==> config.mk <==
export PLATFORM = sky130hd
export DESIGN_NAME = cic3_decim_filter
export DESIGN_NICKNAME = d
export VERILOG_FILES = /design/src/rtl/cic3_decim_filter.sv
export SDC_FILE = /design/constraint.sdc
export NUM_CORES = 1
export LEC_CHECK = 0
export CAP_MARGIN = 40
export CORE_MARGIN = 2
export CORE_UTILIZATION = 65
export CTS_BUF_LIST = sky130_fd_sc_hd__clkbuf_4 sky130_fd_sc_hd__clkbuf_8
export CTS_CLUSTER_SIZE = 20
export DETAILED_ROUTE_END_ITERATION = 8
export GPL_ROUTABILITY_DRIVEN = 1
export PLACE_DENSITY = 0.95
export SETUP_SLACK_MARGIN = 0.2
export SLEW_MARGIN = 20
export SYNTH_ARGS = -nofsm -noshare
export SYNTH_HDL_FRONTEND = slang
export SYNTH_SLANG_ARGS = --single-unit
export TNS_END_PERCENT = 30
==> constraint.sdc <==
create_clock -name clk -period 7.85 [get_ports clk]
set_input_delay 1.1775 -clock clk [delete_from_list [all_inputs] [get_ports clk]]
set_output_delay 1.1775 -clock clk [all_outputs]
set_load 0.05 [all_outputs]
==> src/rtl/cic3_decim_filter.sv <==
// Third-order CIC decimation filter for a 1-bit sigma-delta bitstream.
// Three integrators run at the input rate. A decimation counter fires a
// strobe once every 2**DEC_LOG2 clocks. On each strobe a three-stage comb
// forms the output sample. All arithmetic is modulo 2**OUT_WIDTH; the
// integrators wrap by design and the comb differences cancel the wrap.
// Optional build macro CIC3_DIGITAL_MONITOR_EN adds a registered debug
// tap (monitor_out) that is selected by digital_monitor_sel.
module cic3_decim_filter #(
  parameter int DEC_LOG2  = 8,
  parameter int OUT_WIDTH = 25
) (
  input  logic                 clk,
  input  logic                 reset,
  input  logic                 in,
`ifdef CIC3_DIGITAL_MONITOR_EN
  input  logic [3:0]           digital_monitor_sel,
  output logic [OUT_WIDTH-1:0] monitor_out,
`endif
  output logic [OUT_WIDTH-1:0] out,
  output logic                 out_valid
);

  // Integrator chain
  logic [OUT_WIDTH-1:0] i1_q, i1_d;
  logic [OUT_WIDTH-1:0] i2_q, i2_d;
  logic [OUT_WIDTH-1:0] i3_q, i3_d;

  // Comb delay registers, sampled once per output frame
  logic [OUT_WIDTH-1:0] d1_q, d1_d;
  logic [OUT_WIDTH-1:0] d2_q, d2_d;
  logic [OUT_WIDTH-1:0] d3_q, d3_d;

  // Decimation counter and output registers
  logic [DEC_LOG2-1:0]  cnt_q, cnt_d;
  logic [OUT_WIDTH-1:0] out_q, out_d;
  logic                 valid_q, valid_d;

  // Combinational helpers
  logic [OUT_WIDTH-1:0] in_ext;
  logic                 strobe;
  logic [OUT_WIDTH-1:0] c1, c2, c3;

  // Next-state logic for the integrators, the counter and the comb section
  always_comb begin
    in_ext    = '0;
    in_ext[0] = in;
    strobe    = (cnt_q == {DEC_LOG2{1'b1}});

    i1_d  = i1_q + in_ext;
    i2_d  = i2_q + i1_q;
    i3_d  = i3_q + i2_q;
    cnt_d = cnt_q + DEC_LOG2'(1);

    // The comb uses the registered i3, which is the value before this edge
    c1 = i3_q - d1_q;
    c2 = c1 - d2_q;
    c3 = c2 - d3_q;

    d1_d    = d1_q;
    d2_d    = d2_q;
    d3_d    = d3_q;
    out_d   = out_q;
    valid_d = strobe;

    if (strobe) begin
      d1_d  = i3_q;
      d2_d  = c1;
      d3_d  = c2;
      out_d = c3;
    end
  end

  // State registers; reset clears every stage so that no partial frame survives
  always_ff @(posedge clk or posedge reset) begin
    if (reset) begin
      i1_q    <= '0;
      i2_q    <= '0;
      i3_q    <= '0;
      d1_q    <= '0;
      d2_q    <= '0;
      d3_q    <= '0;
      cnt_q   <= '0;
      out_q   <= '0;
      valid_q <= 1'b0;
    end else begin
      i1_q    <= i1_d;
      i2_q    <= i2_d;
      i3_q    <= i3_d;
      d1_q    <= d1_d;
      d2_q    <= d2_d;
      d3_q    <= d3_d;
      cnt_q   <= cnt_d;
      out_q   <= out_d;
      valid_q <= valid_d;
    end
  end

  assign out       = out_q;
  assign out_valid = valid_q;

`ifdef CIC3_DIGITAL_MONITOR_EN
  logic [OUT_WIDTH-1:0] mon_q, mon_d;

  // Debug tap selection; unused codes read back as zero
  always_comb begin
    mon_d = '0;
    case (digital_monitor_sel)
      4'd0:    mon_d = i1_q;
      4'd1:    mon_d = i2_q;
      4'd2:    mon_d = i3_q;
      4'd3:    mon_d = c1;
      4'd4:    mon_d = c2;
      4'd5:    mon_d = c3;
      4'd6:    mon_d = OUT_WIDTH'({in, cnt_q});
      default: mon_d = '0;
    endcase
  end

  // Register the tap so that the monitor path does not extend the filter timing
  always_ff @(posedge clk or posedge reset) begin
    if (reset) begin
      mon_q <= '0;
    end else begin
      mon_q <= mon_d;
    end
  end

  assign monitor_out = mon_q;
`endif

endmodule

### Word-level counts from Yosys, hierarchy flattened

Cells that the tools add are included.

* bits in registers: 184
* input bits: 3
* output and inout bits: 26
* word-level logic and storage cells: 17

* $add $sub $neg: 7
* eq/ne operators: 1

Operator list (count)
* 25-bit subtractor: 3
* 25-bit adder: 2
* 25-bit by 1-bit adder with 25-bit output: 1
* 8-bit by 1-bit adder with 8-bit output (second input constant): 1
* 8-bit == test (second input constant): 1

### Longest topological paths before layout

Gate-level depths: netlist of run 1.

* depth after elaboration: 3
* depth in mapped cells: 29
* gate-level depth less buffers: 29

### Worst setup path before layout of run 1

OpenSTA, ideal clock, no wires.

* path type: register to register
* from: reg i3_q[0]
* to: reg out_q[24] (netlist: out[24])
* library setup time: 131 ps
* arrival time: 5157 ps
* required time: 7719 ps
* slack: 2562 ps
* cell stages (with the launch flop): 29
* path buffers: 0
* clock period less this slack: 5288 ps
* path through: dfrtp_1 inv_1 ha_1 fa_1 nor2b_4 o31a_4 a2111oi_4 o21bai_2 a21oi_2 o21ai_2 nor2_1 ha_1 a21o_1 a211oi_1 nand3b_1 o211ai_1 nand2b_1 xor2_1 ha_1 a21oi_1 o21ai_0 a2111oi_0 or3_1 nand3_1 a21o_1 a21oi_1 xnor2_1 xnor2_1 o21ai_1

* longest elaborated chain between the ends: 3

RTL lines
* start: declaration: line 26 `logic [OUT_WIDTH-1:0] i3_q, i3_d;`
* start signal: assignment: line 88 `i3_q <= i3_d;`
* 25-bit subtractor: line 55 `c1 = i3_q - d1_q;`
* net c1[12]: line 41 `logic [OUT_WIDTH-1:0] c1, c2, c3;`
* 25-bit subtractor: line 56 `c2 = c1 - d2_q;`
* net c2[15]: line 41
* 25-bit subtractor: line 57 `c3 = c2 - d3_q;`
* end signal: assignment: line 93 `out_q <= out_d;`
* end: declaration: line 35 `logic [OUT_WIDTH-1:0] out_q, out_d;`

The timed path passes the listed nets, and every way through them passes these cells.
A chain may end at the register's enable or synchronous reset.

### Final worst setup path of run 1

Same ends and word-level chain as after synthesis.

==> results of run 1 <==
[cells in the mapped netlist, types with 2 or more instances]
master | number | area [µm²]
a2111oi_0 | 3 | 26.3
buf_1 | 3 | 11.3
xnor2_1 | 88 | 771
a21oi_1 | 84 | 420
fa_1 | 5 | 100
nor2b_1 | 14 | 87.6
nor3b_1 | 4 | 30.0
or3_1 | 5 | 31.3
a21boi_1 | 2 | 15.0
nor2_1 | 72 | 270
mux2i_1 | 3 | 30.0
a21boi_0 | 3 | 22.5
and4_1 | 2 | 17.5
and3_1 | 18 | 113
o21ai_0 | 141 | 706
a211oi_1 | 10 | 75.1
a21o_2 | 4 | 35.0
mux2_2 | 9 | 101
a31oi_1 | 12 | 75.1
o21a_1 | 17 | 128
o211ai_1 | 8 | 60.1
and2_1 | 5 | 31.3
nand2_1 | 155 | 582
a21oi_2 | 3 | 26.3
or2_2 | 2 | 12.5
o31ai_1 | 4 | 30.0
xor2_1 | 41 | 359
a211o_1 | 3 | 26.3
nand4_1 | 5 | 31.3
a2bb2oi_1 | 2 | 17.5
clkbuf_1 | 22 | 82.6
o21ai_1 | 6 | 30.0
nand2b_1 | 11 | 68.8
a21o_1 | 34 | 255
inv_1 | 113 | 424
ha_1 | 123 | 1540
nand3b_1 | 2 | 15.0
a41oi_1 | 2 | 17.5
dfrtp_1 | 184 | 4600
nor3_1 | 20 | 100
nand3_1 | 37 | 185
o21bai_1 | 18 | 135
[worst paths after layout]
kind,startpoint,to,slack (ps),cells past startpoint
worst max-delay path,i3_q[0]$_DFF_PP0_,out[24]$_DFFE_PP0P_,1760,28
worst min-delay path,cnt_q[6]$_DFF_PP0_,cnt_q[6]$_DFF_PP0_,480,1
worst max register to register,i3_q[0]$_DFF_PP0_,out[24]$_DFFE_PP0P_,1760,28
worst min register to register,cnt_q[6]$_DFF_PP0_,cnt_q[6]$_DFF_PP0_,480,1
max in group asynchronous,reset,out[19]$_DFFE_PP0P_,5400,5
min in group asynchronous,reset,i1_q[3]$_DFF_PP0_,1030,2
[flip-flops by register name, indices dropped and copies added (netlist names), 8 cells and up]
signal	cells
i3_q	25
out	25
d1_q	25
d2_q	25
i1_q	25
d3_q	25
i2_q	25
cnt_q	8
[routing by layer]
layer  GRT usage [%]  share of wire, %
met4            8.45               2.1
met3            4.89               3.7
met2            42.1                49
met1            31.6                45
met5               0                 0
[cell type report]
type | count | area, µm² | share of cell area (%)
Timing Repair Buffer | 33 | 358 | 2.75
Clock inverter | 13 | 145 | 1.11
Clock buffer | 19 | 255 | 1.96
Inverter | 113 | 430 | 3.30
Multi-Input combinational cell | 1006 | 6950 | 53.3
Sequential cell | 184 | 4600 | 35.3
Tap cell | 229 | 287 | 2.20
[metrics by stage]
step / area (µm²) / hold slack, ps / utilization, % / setup slack [ps]
after floorplan: 12100 / 438 / - / 1670
after global placement: 12600 / 454 / 69.5 / 2230
final: 13000 / 477 / 72.0 / 1760
after global routing: 13000 / 485 / 72.0 / 1200
after CTS: 13000 / 479 / 72.0 / 1810
after detailed placement: 12600 / 458 / 69.8 / 1940
[kinds of logic after synthesis]
| family | share of synthesized area (%) |
|---|---|
| XOR/XNOR | 9.49 |
| buffers and inverters | 4.40 |
| adder cells (fa/ha/maj) | 13.6 |
| flip-flops | 38.1 |
| AND/OR/NAND/NOR | 13.6 |
| AO/OA/AOI/OAI | 19.6 |
| multiplexers | 1.21 |
[worst max-delay path, delay by kind of cell (launching register included)]
kind,cells,cell delay (ps)
AOI/OAI and AO/OA,14,3090
xor gates and xnor gates,3,500
adders and majority gates,4,1110
buffers and inverters,1,80
DFF,1,390
and+or+nand+nor,6,790
==> results.md, run 1 <==
- Status: finished clean
- CP arrival: approximately 6400 ps
- Initial antenna violation count: 0
- Critical Path Max Stage Delay: 500 ps
- Worst hold path type: flop to flop
- Routed wire length: 23100 µm
- Yosys warns: 0
- Period minus WS final: 6090 ps
- Yosys cell types: 72
- GRT Total Usage: 24.7%
- Clock root buffer: clkbuf_8
- Ant. Diodes: 0
- Vias per std cell: between 5 and 6
- Setup Total Neg Slack: 0 ps
- Final Slew Violations: 0
- Layout cells sized above 1: approximately 5.6%
- Clk sink count: 184
- Total core area: 18100 µm²
- Total of max-cap violations: 0
- Port bufs: 28
- Final net count: 1486
- FMAX: around 0.16 GHz
- Cts hold-fix bufs: 0
- Hpwl dp: 17000 µm
- Period Utilization, post-route: 77.5%
- Setup crit start kind: flop
- Synthesized flop and latch total: 184
- RSZ-0062 raised after global routing: false
- DRC Markers: 0
- Detailed Route Iter0 Violations: 644
- Inst Count DP: 1565
- Initial cell density of the core: ~67%
- Layout area overhead: 7.85%
- Worst-path clk slew: 100 ps
- I/O pin total: 29
- Worst-path fanout max: 6
- First-pass GRT wire length: 40600 µm
- TritonCTS buffer count: 17
- Fin cells: 1597
- CP max stage cell: a2111oi_0
- Clock buffer depth: 2
- Die area: 19700 µm²
- Most used DFF post-synth: dfrtp_1
- Fillers: 1253
- Sequential fraction of the synthesis area: 38.1%
- Synthesized area: roughly 12000 µm²
- Crit-path most repeated cell: ha_1
- Worst Clk Skew: approximately 23 ps
- Routed len/inst: 14.4 µm
- Most common cell after layout, fill and taps aside: dfrtp_1
- Die W: 140 µm
- Die Y: 140 µm
- Post-synth EDFFs: 0
- WS Path Type: flop to flop
- Largest net degree at the start of global routing: 73
- H-tree levels: 4
- Most frequent cells in the layout: dfrtp_1 (184), nand2_1 (155), o21ai_0 (141)
- Vias in the first global route: 9098
- Worst-Skew Late Latency: 480 ps
- Final Hold Viols: 0
- Row cnt: 49
- Worst setup EP type: flop
- Setup fix buffers added after clock tree synthesis: 0
- Slew HR: between 50% and 60%
- Mapped Cells: approximately 1300
- Via count: 9370
- Routed Antenna Nets: 0
- Avg Inst Size Synth: 9.09 µm²
- RD Place Congestion: 0.921
- First-pass DRT Iterations: 7
- Async SR Flop Fraction: 100%
- Final setup viols: 0
- CTS tree: built
- Post-CTS Resized: 0
- Worst-Margin Slew: 723 ps
- Critical Path RT: around 8000 ps
- Syn nets: 1460
- Grt ovf: 0
Power of run 1 is not shown: default switching activity piles up to over one toggle a cycle in this logic, so the estimate is an artifact.
==> run 2: changes to the inputs <==
==> constraint.sdc (replaced) <==
create_clock -name clk -period 5.66 [get_ports clk]
set_input_delay 0.849 -clock clk [delete_from_list [all_inputs] [get_ports clk]]
set_output_delay 0.849 -clock clk [all_outputs]
set_load 0.05 [all_outputs]
==> run 2 against run 1 <==
  * The flow now finishes with violations (negative setup slack)
  * Final cell count rose by 2.0%
  * First-iteration DRC count grew 77%
  * Die area did not move
  * Register-to-register slack got worse by 2100 ps
  * Setup slack worse by 2100 ps
  * Clock skew shrank 4.9 ps
  * Routed wire length rose by 33%
  * Hold slack improved by 7.8 ps
  * Sequential cell count stayed put
  * Core utilization rose by 3.1 points
  * Critical path depth did not move
  * Critical path type unchanged
  * Largest cell class unchanged
==> results.md, run 2 (synthesized netlist as in run 1, its figures left out) <==
- Setup Total Neg Slack: -998 ps
- Worst r2r src: i3_q[1]$_DFF_PP0_
- Period Utilization, post-route: 105%
- Routed wire length: 30600 µm
- GRT Total Usage: 27.7%
- Slew HR: 31.2%
- Largest net degree at the start of global routing: about 190
- Layout area overhead: 12.5%
- Clk sink count: between 150 and 200
- TritonCTS buffer count: 17
- Routed len/inst: roughly 19 µm
- RD Place Congestion: 0.928
- Worst-Skew Late Latency: 490 ps
- Initial antenna violation count: 0
- Crit path max-delay family: compound AO/OA/AOI/OAI gates
- Critical Path Max Stage Delay: 460 ps
- Failing checks: negative setup slack
- H-tree levels: 4
- Final Slew Violations: 0
- Setup slack, reg-to-reg: -290 ps
- Final Hold Viols: 0
- Clock root buffer: clkbuf_8
- Period minus WS final: a little under 6000 ps
- Grt ovf: 0
- Worst-Margin Slew: ~1000 ps
- Worst Reg-to-Reg Cells: 28
- Port bufs: 28
- Worst setup EP type: flop
- CP max stage cell: o31ai_1
- CTS tree: built
- Final net count: roughly 1500
- Hold path depth: 2
- Vias per std cell: 6.36
- Worst hold path type: flop to flop
- WS Path Type: flop to flop
- Worst-path fanout max: 4
- Final setup viols: 6
- Bufs and invs on worst path: 2
- Status: finished with violations
- I/O pin total: 29
- Total of max-cap violations: 0
- Row cnt: 49
- Detailed Route Iter0 Violations: 1137
- First-pass DRT Iterations: 6
- Critical Path RT: 6010 ps
- Initial cell density of the core: 66.8%
- Hold EP: out[4]$_DFFE_PP0P_
- Total core area: 18100 µm²
- Clock buffer depth: 2
- Most frequent cells in the layout: dfrtp_1 (184), nand2_1 (154), o21ai_0 (132)
- Fillers: approximately 1100
- Worst Clk Skew: 18.0 ps
- Most common cell after layout, fill and taps aside: dfrtp_1
- Die area: about 20000 µm²
- First-pass GRT wire length: 45000 µm
- RSZ-0062 raised after global routing: true
- FMAX: 0.168 GHz
- Worst-path clk slew: 90 ps
- Die Y: 140 µm
- DRC Markers: 0
- Via count: around 10000
- Die W: 140 µm
- Worst r2r dst: out[24]$_DFFE_PP0P_
- Setup crit start kind: flop
- Hpwl dp: 17800 µm
- Ant. Diodes: 0
- Layout cells sized above 1: 11.4%
- CP arrival: ~6300 ps
- Vias in the first global route: ~9900
- Hold Startpoint: out[4]$_DFFE_PP0P_
- PnR worst setup slack: -288 ps
- Routed Antenna Nets: 0
- Cts hold-fix bufs: 0
## run 2: through the flow
step / worst slack, ps / hold slack [ps] / instances / instance area, µm² / utilization [%]
final: -288 / 485 / 1629 / 13600 / 75.2
after CTS: 197 / 478 / 1614 / 13300 / 73.3
after global placement: 130 / 455 / 1567 / 12600 / 69.7
after detailed placement: -137 / 461 / 1567 / 12600 / 69.7
after global routing: -506 / 518 / 1629 / 13600 / 75.2
after floorplan: 372 / 438 / 1329 / 12100 / -
## run 2: how the worst max path moves through the flow
stage,startpoint,to,slack (ps),cells past startpoint
4_1_cts,i3_q[0]$_DFF_PP0_,out[24]$_DFFE_PP0P_,200,28
5_1_grt,d1_q[1]$_DFFE_PP0P_,out[23]$_DFFE_PP0P_,-510,26
6_report,i3_q[1]$_DFF_PP0_,out[24]$_DFFE_PP0P_,-290,28
3_3_place_gp,i3_q[0]$_DFF_PP0_,out[24]$_DFFE_PP0P_,130,28
3_5_place_dp,i3_q[0]$_DFF_PP0_,out[24]$_DFFE_PP0P_,-140,28
2_1_floorplan,i3_q[0]$_DFF_PP0_,out[24]$_DFFE_PP0P_,370,28
## run 2: worst min-delay path, delay by kind of cell (launching register included)
family	cells	cell delay, ps
DFF	1	350
AOI/OAI and AO/OA	1	60
and+or+nand+nor	1	40
## run 2: cell type report
class                           count  area (µm²)  share of cell area [%]
Multi-Input combinational cell   1006        7260                    53.4
Sequential cell                   184        4600                    33.9
Timing Repair Buffer               65         583                    4.29
Inverter                          113         429                    3.16
Clock buffer                       23         310                    2.28
Tap cell                          229         287                    2.11
Clock inverter                      9         114                   0.838
## run 2: what timing repair did
item / CTS / global route
endpoints found under the setup margin: 4 / 8
pin swaps: 25 / 36
gates cloned: 0 / 0
gates resized for setup: 26 / 46
setup buffers: 15 / 14
## run 2: routing by layer
layer	routed length (µm)	global-route usage [%]	share of wire, %
met5	0	0	0
met4	1720	10.6	5.6
met3	1760	5.03	5.7
met2	15200	50.4	50
met1	11900	32.5	39
Power of run 2 is left out for the same reason.
==> run 3: changes to the inputs <==
--- a/config.mk
+++ b/config.mk
@@ -8,7 +8,7 @@
 export CAP_MARGIN = 40
 export CORE_MARGIN = 2
 export CORE_UTILIZATION = 65
-export CTS_BUF_LIST = sky130_fd_sc_hd__clkbuf_4 sky130_fd_sc_hd__clkbuf_8
+export CTS_BUF_LIST = sky130_fd_sc_hd__clkbuf_8
 export CTS_CLUSTER_SIZE = 20
 export DETAILED_ROUTE_END_ITERATION = 8
 export GPL_ROUTABILITY_DRIVEN = 1
==> run 3 against run 2 <==
  * The flow still finishes with violations (negative setup slack)
  * Count of clock-buffer cells in the layout shrank 1
  * Die area unchanged
  * Core utilization hardly changed
  * Critical path type unchanged
  * Setup slack worse by 20 ps
  * First-iteration DRC count down 2.3%
  * Hold slack better by 1.1 ps
  * Register-to-register slack worse by 20 ps
  * Maximum frequency decreased by 0.33%
  * Cell area barely moved
==> results.md, run 3 (synthesized netlist as in run 1, its figures left out) <==
- Most common cell after layout, fill and taps aside: dfrtp_1
- RD Place Congestion: 0.928
- Slew HR: 35.1%
- Worst-Margin Slew: between 900 and 1000 ps
- Layout area overhead: 12.5%
- Layout cells sized above 1: 11.3%
- GRT Total Usage: roughly 28%
- Grt ovf: 0
- Initial cell density of the core: between 60% and 70%
- Via count: 10400
- Die W: between 100 and 150 µm
- Pre-CTS setup slack: -137 ps
- Inst Count DP: approximately 1600
- Total of max-cap violations: 0
- CTS tree: built
- Period Utilization, post-route: 105%
- Most frequent cells in the layout: dfrtp_1 (184), nand2_1 (154), o21ai_0 (132)
- Largest net degree at the start of global routing: 185
- I/O pin total: 29
- Area of the multi-input gates: about 7300 µm²
- Port bufs: 28
- Final setup viols: 6
- Hpwl dp: 17800 µm
- Ant. Diodes: 0
- Setup crit start kind: flop
- Die Y: 140 µm
- TritonCTS buffer count: 17
- Fillers: between 1000 and 1500
- DRC Markers: 0
- Total core area: 18100 µm²
- Setup Total Neg Slack: -1120 ps
- Vias per std cell: 6.39
- Failing checks: negative setup slack
- Clock buffer depth: 2
- Routed len/inst: ~19 µm
- Final Slew Violations: 0
- Worst hold path type: flop to flop
- Fin util: between 70% and 80%
- Clock root buffer: clkbuf_8
- Detailed Route Iter0 Violations: between 1000 and 1500
- Worst-Skew Late Latency: about 490 ps
- Fin cells: 1629
- H-tree levels: 4
- Critical Path RT: between 6000 and 7000 ps
- RSZ-0062 raised after global routing: true
- Reg area: 4600 µm²
- PnR worst setup slack: -308 ps
- First-pass DRT Iterations: 7
- Vias in the first global route: 9914
- WS Path Type: flop to flop
- Final net count: 1518
- Period minus WS final: ~6000 ps
- Row cnt: 49
- FMAX: between 0.15 and 0.2 GHz
- Worst-path fanout max: 5
- CP arrival: 6320 ps
- Final Hold Viols: 0
- Worst Clk Skew: about 14 ps
- Worst setup EP type: flop
- First-pass GRT wire length: 45000 µm
- Routed Antenna Nets: 0
- Routed wire length: 30600 µm
- Worst-path clk slew: 90 ps
- Die area: 19700 µm²
- Initial antenna violation count: 0
- Status: finished with violations
- Clk sink count: 184
## run 3: cell types whose count changed in the layout (fill, tap and decap cells not counted), sizes merged
cell	delta
clkbuf	-1
inv	+1
## run 3: cell type report
type,instances,share of cell area (%)
Clock buffer,22,2.23
Clock inverter,10,0.866
Inverter,113,3.16
Multi-Input combinational cell,1006,53.5
Sequential cell,184,33.9
Tap cell,229,2.11
Timing Repair Buffer,65,4.29
## run 3: final timing paths
path,startpoint,depth (start not counted),slack (ps),to
max in group asynchronous,reset,3,3950,i3_q[18]$_DFF_PP0_
min,out[4]$_DFFE_PP0P_,2,490,out[4]$_DFFE_PP0P_
max reg2reg,i3_q[0]$_DFF_PP0_,26,-310,out[23]$_DFFE_PP0P_
min in group asynchronous,reset,3,990,d2_q[0]$_DFFE_PP0P_
max,i3_q[0]$_DFF_PP0_,26,-310,out[23]$_DFFE_PP0P_
min reg2reg,out[4]$_DFFE_PP0P_,2,490,out[4]$_DFFE_PP0P_
## run 3: layer usage
metal / vias to the layer above / global-route usage, % / part of all wire, %
met2: 562 / 50.4 / 50
met5: - / 0 / 0
li1: 4736 / - / -
met3: 197 / 4.99 / 6.2
met4: 0 / 10.3 / 5.6
met1: 4913 / 32.6 / 39
## run 3: worst max-delay path, stage by stage, from the launching register on
cell	delay (ps)
dfrtp_1	400
inv_2	80
ha_4	140
fa_2	230
nor2b_4	50
o31a_4	300
o21a_1	170
nor2_1	130
xnor2_1	180
ha_1	350
a21o_1	280
a21oi_4	290
inv_1	120
o21ai_2	240
nor2b_1	430
xnor2_1	210
ha_1	280
a21o_1	190
a21o_1	190
a21oi_1	170
o21ai_1	100
or3_1	430
o21ai_4	240
o211ai_1	150
a21oi_1	190
xor2_1	160
o21ai_0	90
## run 3: timing repair
action                                  CTS  global route
hold endpoints to repair                  0             0
endpoints found under the setup margin    4             8
gates resized for setup                  26            46
buffers inserted                         15            14
hold buffers                              0             0
pin swaps                                25            37
## run 3: through the flow
step / hold slack (ps) / instance area [µm²]
after detailed placement: 461 / 12600
after global placement: 455 / 12600
after CTS: 478 / 13300
after floorplan: 438 / 12100
final: 486 / 13600
after global routing: 518 / 13600
Power of run 3 is left out for the same reason.
